### src/rtl/rom_arb.sv
// rom_arb: two-port read arbiter in front of a single-port synchronous ROM.
// Each port issues one read at a time; a granted read returns data one cycle
// later and is held until the owning port accepts it.
// Optional feature: define ROM_ARB_RR_EN for round-robin arbitration on
// conflicts. Without it, port 0 always wins and no pointer flop exists.
module rom_arb #(
  parameter int WIDTH = 32,
  parameter int DEPTH = 1024,
  localparam int AW = $clog2(DEPTH)
) (
  input  logic             CLK,
  input  logic             RST,
  input  logic             P0_REQ,
  input  logic [AW-1:0]    P0_ADDR,
  output logic             P0_GNT,
  output logic             P0_RVAL,
  input  logic             P0_RRDY,
  output logic [WIDTH-1:0] P0_RDATA,
  input  logic             P1_REQ,
  input  logic [AW-1:0]    P1_ADDR,
  output logic             P1_GNT,
  output logic             P1_RVAL,
  input  logic             P1_RRDY,
  output logic [WIDTH-1:0] P1_RDATA,
  output logic             ROM_EN,
  output logic [AW-1:0]    ROM_ADDR,
  input  logic [WIDTH-1:0] ROM_DO
);

  typedef enum logic [0:0] {
    IDLE = 1'b0,
    PEND = 1'b1
  } state_t;

  state_t        state_r;
  state_t        state_nxt_s;
  logic          owner_r;
  logic          owner_nxt_s;
  logic          rval0_s;
  logic          rval1_s;
  logic          free_s;
  logic          gnt_any_s;
  logic          pick_s;
  logic [AW-1:0] addr_s;

`ifdef ROM_ARB_RR_EN
  logic prio_r;

  // Round-robin pointer: after every grant the other port gets priority.
  always_ff @(posedge CLK) begin
    if (RST) begin
      prio_r <= 1'b0;
    end else if (gnt_any_s) begin
      prio_r <= ~pick_s;
    end else begin
      prio_r <= prio_r;
    end
  end
`endif

  // Read-valid for the owning port; forced low while reset is asserted.
  always_comb begin
    rval0_s = 1'b0;
    rval1_s = 1'b0;
    if (RST) begin
      rval0_s = 1'b0;
      rval1_s = 1'b0;
    end else begin
      rval0_s = (state_r == PEND) & ~owner_r;
      rval1_s = (state_r == PEND) &  owner_r;
    end
  end

  // The ROM is free when nothing is outstanding or the pending response is accepted now.
  always_comb begin
    free_s = 1'b0;
    case (state_r)
      IDLE:    free_s = 1'b1;
      PEND:    free_s = owner_r ? (rval1_s & P1_RRDY) : (rval0_s & P0_RRDY);
      default: free_s = 1'b0;
    endcase
  end

  // Arbitration: pick at most one requesting port when the ROM is free.
  always_comb begin
    gnt_any_s = 1'b0;
    pick_s    = 1'b0;
    if (RST || !free_s) begin
      gnt_any_s = 1'b0;
      pick_s    = 1'b0;
    end else if (P0_REQ && P1_REQ) begin
      gnt_any_s = 1'b1;
`ifdef ROM_ARB_RR_EN
      pick_s    = prio_r;
`else
      pick_s    = 1'b0;
`endif
    end else if (P0_REQ) begin
      gnt_any_s = 1'b1;
      pick_s    = 1'b0;
    end else if (P1_REQ) begin
      gnt_any_s = 1'b1;
      pick_s    = 1'b1;
    end else begin
      gnt_any_s = 1'b0;
      pick_s    = 1'b0;
    end
  end

  // ROM address mux: granted port's address, otherwise all-zeros.
  always_comb begin
    addr_s = {AW{1'b0}};
    if (gnt_any_s) begin
      addr_s = pick_s ? P1_ADDR : P0_ADDR;
    end else begin
      addr_s = {AW{1'b0}};
    end
  end

  // Next-state: a grant opens a pending response; a free cycle without grant returns to idle.
  always_comb begin
    state_nxt_s = state_r;
    owner_nxt_s = owner_r;
    if (gnt_any_s) begin
      state_nxt_s = PEND;
      owner_nxt_s = pick_s;
    end else if (free_s) begin
      state_nxt_s = IDLE;
      owner_nxt_s = owner_r;
    end else begin
      state_nxt_s = state_r;
      owner_nxt_s = owner_r;
    end
  end

  // State register; reset discards any pending response.
  always_ff @(posedge CLK) begin
    if (RST) begin
      state_r <= IDLE;
      owner_r <= 1'b0;
    end else begin
      state_r <= state_nxt_s;
      owner_r <= owner_nxt_s;
    end
  end

  assign P0_GNT   = gnt_any_s & ~pick_s;
  assign P1_GNT   = gnt_any_s &  pick_s;
  assign ROM_EN   = gnt_any_s;
  assign ROM_ADDR = addr_s;
  assign P0_RVAL  = rval0_s;
  assign P1_RVAL  = rval1_s;
  assign P0_RDATA = ROM_DO;
  assign P1_RDATA = ROM_DO;

endmodule
### config.mk
export PLATFORM = sky130hd
export DESIGN_NAME = rom_arb
export DESIGN_NICKNAME = d
export VERILOG_FILES = /design/src/rtl/rom_arb.sv
export SDC_FILE = /design/constraint.sdc
export NUM_CORES = 1
export LEC_CHECK = 0
export CAP_MARGIN = 20
export CORE_ASPECT_RATIO = 1.25
export CORE_MARGIN = 3
export CORE_UTILIZATION = 18
export CTS_BUF_LIST = sky130_fd_sc_hd__clkbuf_8 sky130_fd_sc_hd__clkbuf_16
export CTS_CLUSTER_DIAMETER = 80
export CTS_CLUSTER_SIZE = 25
export DETAILED_ROUTE_END_ITERATION = 12
export PLACE_DENSITY = 0.76
export SKIP_CTS_REPAIR_TIMING = 1
export SLEW_MARGIN = 20
export SYNTH_ARGS = -nofsm -noshare
export SYNTH_HDL_FRONTEND = slang
export SYNTH_SLANG_ARGS = --single-unit
### constraint.sdc
create_clock -name CLK -period 1.4 [get_ports CLK]
set_clock_uncertainty 0.2 [all_clocks]
set_input_delay 0.28 -clock CLK [delete_from_list [all_inputs] [get_ports CLK]]
set_output_delay 0.28 -clock CLK [all_outputs]
set_load 0.1 [all_outputs]
After elaboration in Yosys (flattened, before gate mapping) --
Index checks and enable logic that the tools add are counted.
Storage, ports and cells: word-level logic and storage cells 30, input port bits 58, register bits 2, output and inout port bits 79
Cells by class: multiplexer cells 15, reduce and logical (&&, ||, !) cells 4, bitwise logic cells 9
Operators with widths (number):
- $mux 10 | 2
- $mux 1 | 12
- $and 1x1->1 | 6
- $not 1->1 | 3
- $pmux 1 s2 | 1
- $reduce_bool 2->1 | 1
- $logic_and 1x1->1 | 1
- $logic_not 1->1 | 1
- $logic_or 1x1->1 | 1

Longest topological paths before layout --
depth after elaboration 11, gate-level depth with buffers 4, mapped depth without buffers 3

Worst setup path after synthesis --
No wires, ideal clock.
path kind reg2out, from register owner_r, to output port P1_RVAL, arrival time 2.456 ns, stages on the path, launching flop included 3, path slack -1.536 ns, path buffers 0, required time 0.920 ns, cells stage by stage dfxtp_1 inv_1 nor3_1
Between the ends: cells in the longest elaborated chain, start to end 2
RTL lines:
- from (decl) | RTL line 37 | logic owner_r;
- from (signal assigned) | RTL line 143 | owner_r <= owner_nxt_s;
- $and 1x1->1 | RTL line 70 | rval1_s = (state_r == PEND) & owner_r;
- $mux 1 | RTL line 65 | if (RST) begin
- to (decl) | RTL line 22 | output logic P1_RVAL,
No other way between the ends.

Worst setup path in the final report --
from register owner_r, to output port ROM_ADDR[8]
Between the ends: cells in the longest elaborated chain, start to end 11, elaborated cells on any way between the ends 15, classes of those cells 8 x mux; 5 x bitwise; 2 x reduce/logical
RTL lines:
- $not 1->1 | RTL line 69 | rval0_s = (state_r == PEND) & ~owner_r;
- $and 1x1->1 | RTL line 69
- $mux 1 | RTL line 65
- $and 1x1->1 | RTL line 79 | PEND: free_s = owner_r ? (rval1_s & P1_RRDY) : (rval0_s & P0_RRDY);
- $mux 1 (*) | RTL line 79
- $pmux 1 s2 (*) | RTL line 77 | case (state_r)
- $logic_not 1->1 (*) | RTL line 88 | if (RST || !free_s) begin
- $logic_or 1x1->1 (*) | RTL line 88
- $mux 1 | RTL line 88
- $mux 10 | RTL line 114 | addr_s = pick_s ? P1_ADDR : P0_ADDR;
- $mux 10 (*) | RTL line 113 | if (gnt_any_s) begin
- to (decl) | RTL line 26 | output logic [AW-1:0] ROM_ADDR,
Mark *: on every way between the ends. The rest lies on a longest branch, timed or not.

==> results.toml <==
[critical_path]
cp-start-kind = "flip-flop"
critical_path_peak_fanout = 7
cpLargestDelayFamily = "buffers and inverters"
cp.arrival_ns = 1.44
critical_path_class = "flip-flop to primary output"
regToRegEndpoint = "owner_r$_SDFFE_PP0P_"
rr_worst_depth = 3
path_buf_inv = 2
setup.reg_to_reg.worst_slack_ns = 0.15
crit_required_ns = 0.92
timing.rr.start = "owner_r$_SDFFE_PP0P_"
critical_path_depth = 5
setup.worst_path.start = "owner_r$_SDFFE_PP0P_"
dominant_cell_type_by_count_on_the_critical_path = "sky130_fd_sc_hd__buf_12"
worstSetupEndpointType = "primary output"
worst_setup_path_endpoint = "ROM_ADDR[8]"
critPathMaxStageDelay_ns = 0.32
critical_path.cell_chain = "mux2i_2 > a21o_2 > buf_12 > nor2_4 > buf_12"
critical_path.slowest_cell = "sky130_fd_sc_hd__dfxtp_2"

[synthesis]
synth_compound_area_frac = 0.1366
flop_and_latch_count_out_of_synthesis = 2
yosys-mux-area-fraction = 0.01349
largest_family_of_logic_cells_by_synthesized_area = "buffers and inverters"
xor_xnor_share_of_the_synthesized_area = 0
synth_simple_gate_area_frac = 0.1046
syn_area_per_cell_um2 = 7.066
synthAdderAreaFrac = 0
synth.cell_area_um2 = 742.0
synthesis.instances = 105
yosys_warnings = 0
synth_cell_types = 16
synth_nets = 163
sequential_fraction_of_the_synthesis_area = 0.05396

[power_and_ir_drop]
power-per-cell-area_nw_per_um2 = 693.4
finalPower_mw = 0.8485
power.static_leakage_nw = 0.4839
irDropWorstVdd_mv = 0.2613

[global_route]
first_global_vias = 565
grt.total_usage = 0.08460
total_overflow_reported_by_the_global_router = 0
grt_first_pass_wirelength_um = 3063
antenna_found_initial = 0
grt_start_max_net_pins = 14

[min_path]
path_category_of_the_worst_min_delay_check = "input port to flip-flop"

[drt]
first_iter_violations = 52
routed_via_density = 3.986
average_wire_per_cell_in_the_routed_design_um = 16.34
drt.antenna.violating_nets = 0
drcViolationCount = 0
dr.pass1.iters = 3
dr_total_vias = 590
wirelength_routed_um = 2419

[sta]
maxSlewViolCount = 0
layout_min_cycle_time_ns = 1.916
postLayoutSetupSlackWorst_ns = -0.5155
finalHoldViolCount = 0
final_min_period_over_clock_period = 1.368
grt_setup_unrepaired = "yes"
fmax_ghz = 0.5220
setup_total_negative_slack_ns = -6.852
worst_slew_pin_slew_ns = 0.2633
setup_viol = 15
slew_limit_headroom = 0.8238

[floorplan]
coreArea_um2 = 3879
pin_count = 137
floorplan.rows = 25
die_y_um = 77.78
dieArea_um2 = 4933
die_x_um = 63.43
start_util = 0.1913

[cells_and_area]
final_layout_size_suffix_gt1_frac = 0.6702
antenna-diode-count = 0
final_nets = 154
commonest_non_fill_non_tap_cell_in_the_layout = "sky130_fd_sc_hd__clkdlybuf4s50_1"
n_fill_cell = 385
layout.cells.most_common_list = "sky130_fd_sc_hd__clkdlybuf4s50_1 (20), sky130_fd_sc_hd__buf_12 (16), sky130_fd_sc_hd__nor2_4 (12), sky130_fd_sc_hd__a22oi_2 (10), sky130_fd_sc_hd__buf_6 (6)"
area.growth.synth_to_final_pct = 64.92
instances_no_fill = 148

[clocking]
cts-buffers-inserted = 3
cts.htree.levels = 1
clock_latency_ns = 0.22
cts-root-buf = "sky130_fd_sc_hd__clkbuf_8"
worst_setup_hold_path_clk_slew_ns = 0.03
clock_sink_count = 2
clk_path_buf_depth = 2
tritoncts_clock_tree = "built"

[place]
dpl.cell_count = 143
globalplace.congestion = 0.7591
dpl.hpwl_um = 1784
dp_slack_ns = -0.6586
port_buffers = 40

[job]
maxCapViolations = 0

[status]
violated_checks = "negative setup slack"
status = "complete, but fails checks"
==> kinds of logic (layout without fill, tap and decap cells) <==
family / after synthesis / in the layout
multiplexers: 1 / 1
AO/OA/AOI/OAI: 14 / 14
flip-flops: 2 / 2
buffers and inverters: 70 / 59
AND/OR/NAND/NOR: 18 / 18
==> how the worst min path moves through the flow <==
| stage | start | end | slack (ns) | depth (start not counted) |
|---|---|---|---|---|
| detailed placement | state_r$_SDFFE_PP0P_ | state_r$_SDFFE_PP0P_ | 0.30 | 2 |
| global placement | state_r$_SDFFE_PP0P_ | state_r$_SDFFE_PP0P_ | 0.29 | 2 |
| floorplan | RST | state_r$_SDFFE_PP0P_ | 0.14 | 1 |
| CTS | state_r$_SDFFE_PP0P_ | state_r$_SDFFE_PP0P_ | 0.31 | 2 |
| finish | RST | owner_r$_SDFFE_PP0P_ | 0.22 | 3 |
| global route | RST | owner_r$_SDFFE_PP0P_ | 0.24 | 3 |
==> report_power, final <==
| group | total (mW) | internal [mW] | switching (mW) | leakage (nW) |
|---|---|---|---|---|
| sequential | 0.0662 | 0.0624 | 0.00382 | 0.0171 |
| clock | 0.240 | 0.183 | 0.0569 | 0.0216 |
| combinational | 0.543 | 0.236 | 0.306 | 0.445 |
==> tightest hold or removal path, cell delays in order <==
cell and delay (ns):
sky130_fd_sc_hd__dlymetal6s2s_1 0.12, sky130_fd_sc_hd__buf_6 0.14, sky130_fd_sc_hd__a221oi_1 0.05
==> synthesized netlist by cell type (all sizes together) <==
cell type | n | share of area
a22oi | 10 | 0.10
inv | 3 | 0.015
nand2 | 1 | 0.0051
o21ai | 1 | 0.0067
and2b | 1 | 0.012
nor2 | 13 | 0.066
buf | 67 | 0.68
dfxtp | 2 | 0.054
nor3 | 2 | 0.013
a21o | 1 | 0.010
mux2i | 1 | 0.013
nor2b | 1 | 0.0084
a221oi | 1 | 0.012
a21oi | 1 | 0.0067
==> per-layer routing <==
layer / track usage / share of wire / up-vias
li1: - / - / 254
met1: 0.06563 / 0.28 / 236
met3: 0.07959 / 0.23 / 42
met5: 0 / 0 / -
met2: 0.1097 / 0.40 / 58
met4: 0.1037 / 0.093 / 0
==> metrics by stage <==
step                instance area [µm²]  hold slack, ns    util
floorplan                         875.8          0.1417       -
global placement                   1076          0.2893  0.2774
detailed placement                 1076          0.3009  0.2774
CTS                                1117          0.3060  0.2881
global route                       1224          0.2393  0.3155
finish                             1224          0.2168  0.3155
==> registers in the layout, summed over array words and instances (netlist names) <==
register,cells
owner_r,1
state_r,1
==> final cells by class <==
| type | count | area, µm² | share of cell area |
|---|---|---|---|
| timing repair buffer | 53 | 695.7 | 0.5685 |
| multi-input combinational | 33 | 365.4 | 0.2986 |
| tap | 54 | 67.56 | 0.05521 |
| sequential | 2 | 42.54 | 0.03476 |
| clock buffer | 3 | 41.29 | 0.03374 |
| inverter | 3 | 11.26 | 0.009202 |
Power figures use the tool's default switching activity.
